**src/rtl/tank_sprite_reader.sv**
```systemverilog
// Tank sprite reader: latches the tank position and facing once per frame,
// maps the current draw pixel to an address in a left-facing sprite image,
// and returns the palette index three clock edges later. Throughput is one
// pixel per clock.
module tank_sprite_reader #(
    parameter int         SPR_SIZE   = 50,
    parameter logic [3:0] TRANSP_IDX = 4'h0
) (
    input  logic        Clk,
    input  logic        Reset,
    input  logic        frame_start,
    input  logic [9:0]  DrawX,
    input  logic [9:0]  DrawY,
    input  logic [9:0]  TankX_in,
    input  logic [9:0]  TankY_in,
    input  logic [1:0]  Dir_in,
    output logic [18:0] read_address,
    input  logic [3:0]  ram_data,
    output logic [3:0]  pixel_idx,
    output logic        pixel_on
);

    typedef enum logic [1:0] {
        DIR_UP    = 2'd0,
        DIR_RIGHT = 2'd1,
        DIR_DOWN  = 2'd2,
        DIR_LEFT  = 2'd3
    } dir_t;

    localparam logic [10:0] SIZE11 = 11'(SPR_SIZE);
    localparam logic [18:0] SIZE19 = 19'(SPR_SIZE);
    localparam logic [9:0]  EDGE   = 10'(SPR_SIZE - 1);

    // Shadow copies of the tank state, stable for a whole frame.
    logic [9:0]  r_tx;
    logic [9:0]  r_ty;
    dir_t        r_dir;

    // Pipeline state.
    logic        r_hit_s1;
    logic        r_hit_s2;

    // Combinational hit test and address generation.
    logic        w_hit;
    logic [9:0]  w_ox;
    logic [9:0]  w_oy;
    logic [9:0]  w_sx;
    logic [9:0]  w_sy;
    logic [18:0] w_addr;

    // Shadow registers load only on frame_start; reset wins over frame_start.
    always_ff @(posedge Clk) begin
        // NOTE: non-blocking assignments on every flop so all registers see
        // the pre-edge values of each other regardless of statement order.
        if (Reset) begin
            r_tx  <= '0;
            r_ty  <= '0;
            r_dir <= DIR_LEFT;
        end else if (frame_start) begin
            r_tx  <= TankX_in;
            r_ty  <= TankY_in;
            r_dir <= dir_t'(Dir_in);
        end
    end

    // Hit test in 11 bits so the sprite clips at the screen edge instead of
    // wrapping, then rotate the offsets into the left-facing source image.
    always_comb begin
        // NOTE: every output of this block gets a default first so no path
        // leaves a value unassigned and no latch is inferred.
        w_hit  = 1'b0;
        w_sx   = '0;
        w_sy   = '0;
        w_ox   = DrawX - r_tx;
        w_oy   = DrawY - r_ty;

        w_hit = ({1'b0, DrawX} >= {1'b0, r_tx}) &&
                ({1'b0, DrawX} <  ({1'b0, r_tx} + SIZE11)) &&
                ({1'b0, DrawY} >= {1'b0, r_ty}) &&
                ({1'b0, DrawY} <  ({1'b0, r_ty} + SIZE11));

        case (r_dir)
            DIR_LEFT: begin
                w_sx = w_ox;
                w_sy = w_oy;
            end
            DIR_RIGHT: begin
                w_sx = EDGE - w_ox;
                w_sy = w_oy;
            end
            DIR_UP: begin
                w_sx = w_oy;
                w_sy = EDGE - w_ox;
            end
            DIR_DOWN: begin
                w_sx = EDGE - w_oy;
                w_sy = w_ox;
            end
            default: begin
                w_sx = w_ox;
                w_sy = w_oy;
            end
        endcase

        w_addr = ({9'd0, w_sy} * SIZE19) + {9'd0, w_sx};
    end

    // Stage 1: issue the RAM address; misses park the address at 0 so an
    // out-of-range offset can never reach the RAM.
    always_ff @(posedge Clk) begin
        if (Reset) begin
            read_address <= '0;
            r_hit_s1     <= 1'b0;
        end else begin
            read_address <= w_hit ? w_addr : 19'd0;
            r_hit_s1     <= w_hit;
        end
    end

    // Stage 2: carry the hit flag alongside the RAM access latency.
    always_ff @(posedge Clk) begin
        if (Reset) begin
            r_hit_s2 <= 1'b0;
        end else begin
            r_hit_s2 <= r_hit_s1;
        end
    end

    // Stage 3: register the palette index and the visibility flag.
    always_ff @(posedge Clk) begin
        if (Reset) begin
            pixel_idx <= TRANSP_IDX;
            pixel_on  <= 1'b0;
        end else begin
            pixel_idx <= r_hit_s2 ? ram_data : TRANSP_IDX;
            pixel_on  <= r_hit_s2 && (ram_data != TRANSP_IDX);
        end
    end

endmodule
```
**config.mk**
```make
export PLATFORM = sky130hd
export DESIGN_NAME = tank_sprite_reader
export DESIGN_NICKNAME = d
export VERILOG_FILES = /design/src/rtl/tank_sprite_reader.sv
export SDC_FILE = /design/constraint.sdc
export NUM_CORES = 1
export LEC_CHECK = 0
export ABC_AREA = 1
export CAP_MARGIN = 20
export CORE_ASPECT_RATIO = 1.2
export CORE_UTILIZATION = 45
export DETAILED_ROUTE_END_ITERATION = 16
export PLACE_DENSITY = 0.78
export SLEW_MARGIN = 20
export SYNTH_ARGS = -nofsm -noshare
export SYNTH_HDL_FRONTEND = slang
export SYNTH_SLANG_ARGS = --single-unit
export TNS_END_PERCENT = 100
```
**constraint.sdc**
```tcl
create_clock -name Clk -period 5.7 [get_ports Clk]
set_input_delay 1.14 -clock Clk [delete_from_list [all_inputs] [get_ports Clk]]
set_output_delay 1.14 -clock Clk [all_outputs]
set_load 0.02 [all_outputs]
```
==> out/results.txt, run 1 <==
The post-synthesis cell type with the largest combined area is sky130_fd_sc_hd__ha_1. The cell sitting at the root of the clock tree is a sky130_fd_sc_hd__clkbuf_16. The register-to-register path setup slack was 0.63 ns. The count of TritonRoute iterations in the first routing pass is 5, and the area share of the leading cell type in the synthesized netlist is 0.197.

For the last weighted congestion value of the routability-driven placer, the log shows 0.939. Counting flops with a built-in enable in the synthesized netlist gives 0. VDD sags by at most 0.531 mV. For this run, the leading register cell type out of synthesis is sky130_fd_sc_hd__dfxtp_1. The layout cell share with drive strength beyond 1 is 0.217. The leading cell type in the layout, fill and taps excluded was sky130_fd_sc_hd__nand2_1.

Peak-usage layer in the global routing report: met2. The die covers 12,400 µm². The first global-routing pass estimated 24,900 µm of wire. The tools report the number of sinks handled by clock tree synthesis as 46. The most numerous cell type found on the critical path is sky130_fd_sc_hd__ha_1.

Yosys printed 0 warnings. Once placement finished, the instance area stood at 7080 µm². Walking the worst path, the cells encountered are clkdlybuf4s50_1 > inv_1 > ha_2 > inv_2 > fa_2 > buf_4 > xor2_2 > inv_2 > a21oi_4 > ha_1 > ha_1 > ha_1 > inv_1 > fa_2 > buf_4 > xnor2_1 > ha_1 > a21oi_1 > o21ai_0 > xor2_1 > inv_1 > nor2_2. The tools report the global-route usage over all layers as 0.250. The worst setup path is captured at a flop. The worst setup path is of the input pin to flop kind.

In the final design database the tool counted 1,166 nets. TritonCTS created 5 clock buffers. The final critical-path setup slack is -0.0933 ns, and the cell count after synthesis is 835. The met3 demand-to-capacity share in global routing was 0.0396.

TritonCTS built the clock tree. OpenSTA, run right after detailed placement, puts the worst setup slack at -0.779 ns. Summed over all layers, the global routing overflow is 0. In this run the tool buffered the top-level ports with 70 buffer cells. Summing all flip-flop and latch instances after layout gives 921 µm². The region available for standard cell placement spans 11,600 µm². The clock skew is 0.00529 ns. STA classifies the critical path startpoint as an input pin. Grouping stages by cell kind, the critical path spends the most delay in adder cells. The power per cell area is 612 nW/µm².

The die is 102 µm wide. The tools report the filler cell count in the final layout as 969. The logs give 5.94 ns for the data required time at the worst endpoint and 6,061 for the via count of the routed design.

At the pin with the least slew margin, the transition time is 0.867 ns. In this run the static leakage power is 3.92 nW. In this run the worst hold path is classified as flop to flop.

The buffer and inverter count on the worst path is 8. In the final layout, the multi-input gates occupy 4360 µm². Met1 capacity usage during global routing: 0.274.

The run gives 0 as the residual antenna-violating net count after detailed routing. The count of routing violations after the opening detailed-route iteration was 251. The total I/O pin count was 73.

The number of rows created at floorplan is 43. The initial core utilization came out at 0.464. The checks that failed: negative setup slack. Largest incremental delay on the critical path: 0.51 ns. The shortest clock period the worst path allows after layout was 5.79 ns. The synthesized design contains 46 register bits. The number of antenna violations at the first check in global routing is 0, and the headroom to the max-slew limit is 0.422. Data arrival time of the critical path: 6.03 ns. Entering global routing, the biggest net connects 39 pins.

The H-tree was split into 2 levels. The met2 usage in global routing came out at 0.472. The final period utilization was 1.02; the final max-slew violation count was 0. The library cells used most frequently in the layout, excluding fill and tap cells, are 193 x sky130_fd_sc_hd__nand2_1, 132 x sky130_fd_sc_hd__inv_1, 121 x sky130_fd_sc_hd__buf_4, 70 x sky130_fd_sc_hd__nor2_1, 67 x sky130_fd_sc_hd__ha_1. 0 antenna diodes ended up in the layout. The fraction of synthesis flops using an asynchronous set or reset pin came out at 0.

The run gives 16,100 µm as the post-detailed-routing wire length. Each instance of the synthesized netlist takes up on average 6.46 µm². Detailed placement finished with a half-perimeter wire length of 12,000 µm. The sequential fraction of the synthesis area came out at 0.171.

The clock transition at the register clock pins on the worst setup and hold paths after CTS was 0.07 ns. By area the synthesized netlist is led by sky130_fd_sc_hd__ha_1 20%, sky130_fd_sc_hd__dfxtp_1 17%, sky130_fd_sc_hd__nand2_1 14%. The DRC violations left was 0. The longest clock path from root to sink contains 2 buffers. The final design utilization was 0.672. For the worst-skew pair, the clock arrives at the later sink with an insertion delay of 0.30 ns. The number of vias per cell works out to 5.13. The final cell area excluding filler cells came out at 7810 µm². Setup violations remaining at the end of the flow were counted as 2.

The final count of hold timing violations is 0, and the count of unique library cells instantiated by Yosys is 44. The die boundary height was 122 µm; the number of max-capacitance violations reported was 0. The netlist area before placement is 5390 µm².

In the final routed layout, each cell accounts on average for 13.6 µm. The run finished, with violations left. Of all nets on the critical path, the largest fanout is 4. The number of global-route vias before repair is 5,765, and the synthesis-to-finish area growth is 44.9%. The cell type of the slowest stage on the worst timing path is sky130_fd_sc_hd__a21oi_1. The maximum clock frequency is 173 MHz.
## through the flow
step | setup TNS (ns) | std cells | hold slack, ns | total power (W)
5_1_grt | -1.27 | 1182 | 0.488 | 0.00512
3_5_place_dp | -6.53 | 1161 | 0.473 | 0.00339
3_3_place_gp | -4.90 | 1161 | 0.464 | 0.00330
2_1_floorplan | -0.0165 | 836 | 0.388 | 0.00220
4_1_cts | 0 | 1175 | 0.484 | 0.00387
6_report | -0.118 | 1182 | 0.495 | 0.00478
## sequential cells by signal, summed over array words and instances (netlist names)
| name | count |
|---|---|
| read_address | 17 |
| r_tx | 10 |
| r_ty | 10 |
| pixel_idx | 4 |
| r_dir | 2 |
| pixel_on | 1 |
| r_hit_s1 | 1 |
| r_hit_s2 | 1 |
## power by group
group          internal, W  switching (W)  total [W]
combinational      0.00191        0.00217    0.00408
clock             0.000208       0.000134   0.000342
sequential        0.000347      0.0000134   0.000360
total              0.00246        0.00232    0.00478
## worst min-delay path: stages (launching register included)
cell and delay (ns):
sky130_fd_sc_hd__dfxtp_1 0.30, sky130_fd_sc_hd__inv_1 0.10, sky130_fd_sc_hd__nor2_1 0.05
## cell type report
type                    instances  area share
multi-input cells             639       0.559
inverters                     139      0.0671
clock inverters                 3     0.00561
repair buffers                193       0.210
clock buffers                   5      0.0160
well taps                     157      0.0251
flip-flops and latches         46       0.118
## kinds of logic (layout without fill, tap and decap cells)
kind of cell    after synthesis  after routing  share of synthesized area
fa+ha+maj                    93             93                      0.227
compound gates              128            128                      0.133
simple gates                383            383                      0.306
xor+xnor                     33             33                     0.0550
flops                        46             46                      0.171
other cells                   1              2                   0.000696
buf+inv                     151            340                      0.108
## worst paths after layout
kind | start | endpoint | depth (start not counted)
setup / recovery | DrawY[0] | read_address[8]$_SDFF_PP0_ | 22
hold / removal | r_hit_s1$_SDFF_PP0_ | r_hit_s2$_SDFF_PP0_ | 2
setup reg to reg | r_tx[0]$_SDFFE_PP0P_ | read_address[8]$_SDFF_PP0_ | 21
hold reg to reg | r_hit_s1$_SDFF_PP0_ | r_hit_s2$_SDFF_PP0_ | 2
## cell usage after synthesis (6+ instances only)
library cell,instances
sky130_fd_sc_hd__nand4_1,13
sky130_fd_sc_hd__inv_1,137
sky130_fd_sc_hd__ha_1,85
sky130_fd_sc_hd__a21oi_1,55
sky130_fd_sc_hd__nand3b_1,6
sky130_fd_sc_hd__nand2_1,208
sky130_fd_sc_hd__nand3_1,60
sky130_fd_sc_hd__o21bai_1,6
sky130_fd_sc_hd__dfxtp_1,46
sky130_fd_sc_hd__nor2_1,72
sky130_fd_sc_hd__xor2_1,28
sky130_fd_sc_hd__clkbuf_1,9
sky130_fd_sc_hd__o21ai_0,42
sky130_fd_sc_hd__fa_1,8
sky130_fd_sc_hd__nor2_2,11
## what timing repair did
action	in CTS	in global routing
endpoints found under the setup margin	10	9
resized for setup	22	69
buffers inserted	6	7
hold buffers	0	0
pin swaps	23	41
## per-layer routing
metal | share of wire | routed length (µm)
met1 | 0.39 | 6310
met2 | 0.52 | 8430
met3 | 0.033 | 538
met4 | 0.050 | 806
met5 | 0 | 0
(Power assumes the default switching activity.)
==> run 2, diff against run 1 <==
--- a/config.mk
+++ b/config.mk
@@ -6,7 +6,7 @@
 export NUM_CORES = 1
 export LEC_CHECK = 0
 export ABC_AREA = 1
-export CAP_MARGIN = 20
+export CAP_MARGIN = 10
 export CORE_ASPECT_RATIO = 1.2
 export CORE_UTILIZATION = 45
 export DETAILED_ROUTE_END_ITERATION = 16
==> results of run 2 <==
No change in the layout: final DEF, timing and power equal those of run 1.
==> run 3, diff against run 2 <==
--- a/config.mk
+++ b/config.mk
@@ -6,9 +6,10 @@
 export NUM_CORES = 1
 export LEC_CHECK = 0
 export ABC_AREA = 1
-export CAP_MARGIN = 10
+export CAP_MARGIN = 20
 export CORE_ASPECT_RATIO = 1.2
 export CORE_UTILIZATION = 45
+export CTS_CLUSTER_SIZE = 14
 export DETAILED_ROUTE_END_ITERATION = 16
 export PLACE_DENSITY = 0.78
 export SLEW_MARGIN = 20
==> results of run 3 <==
No change in the layout: final DEF, timing and power equal those of run 1.
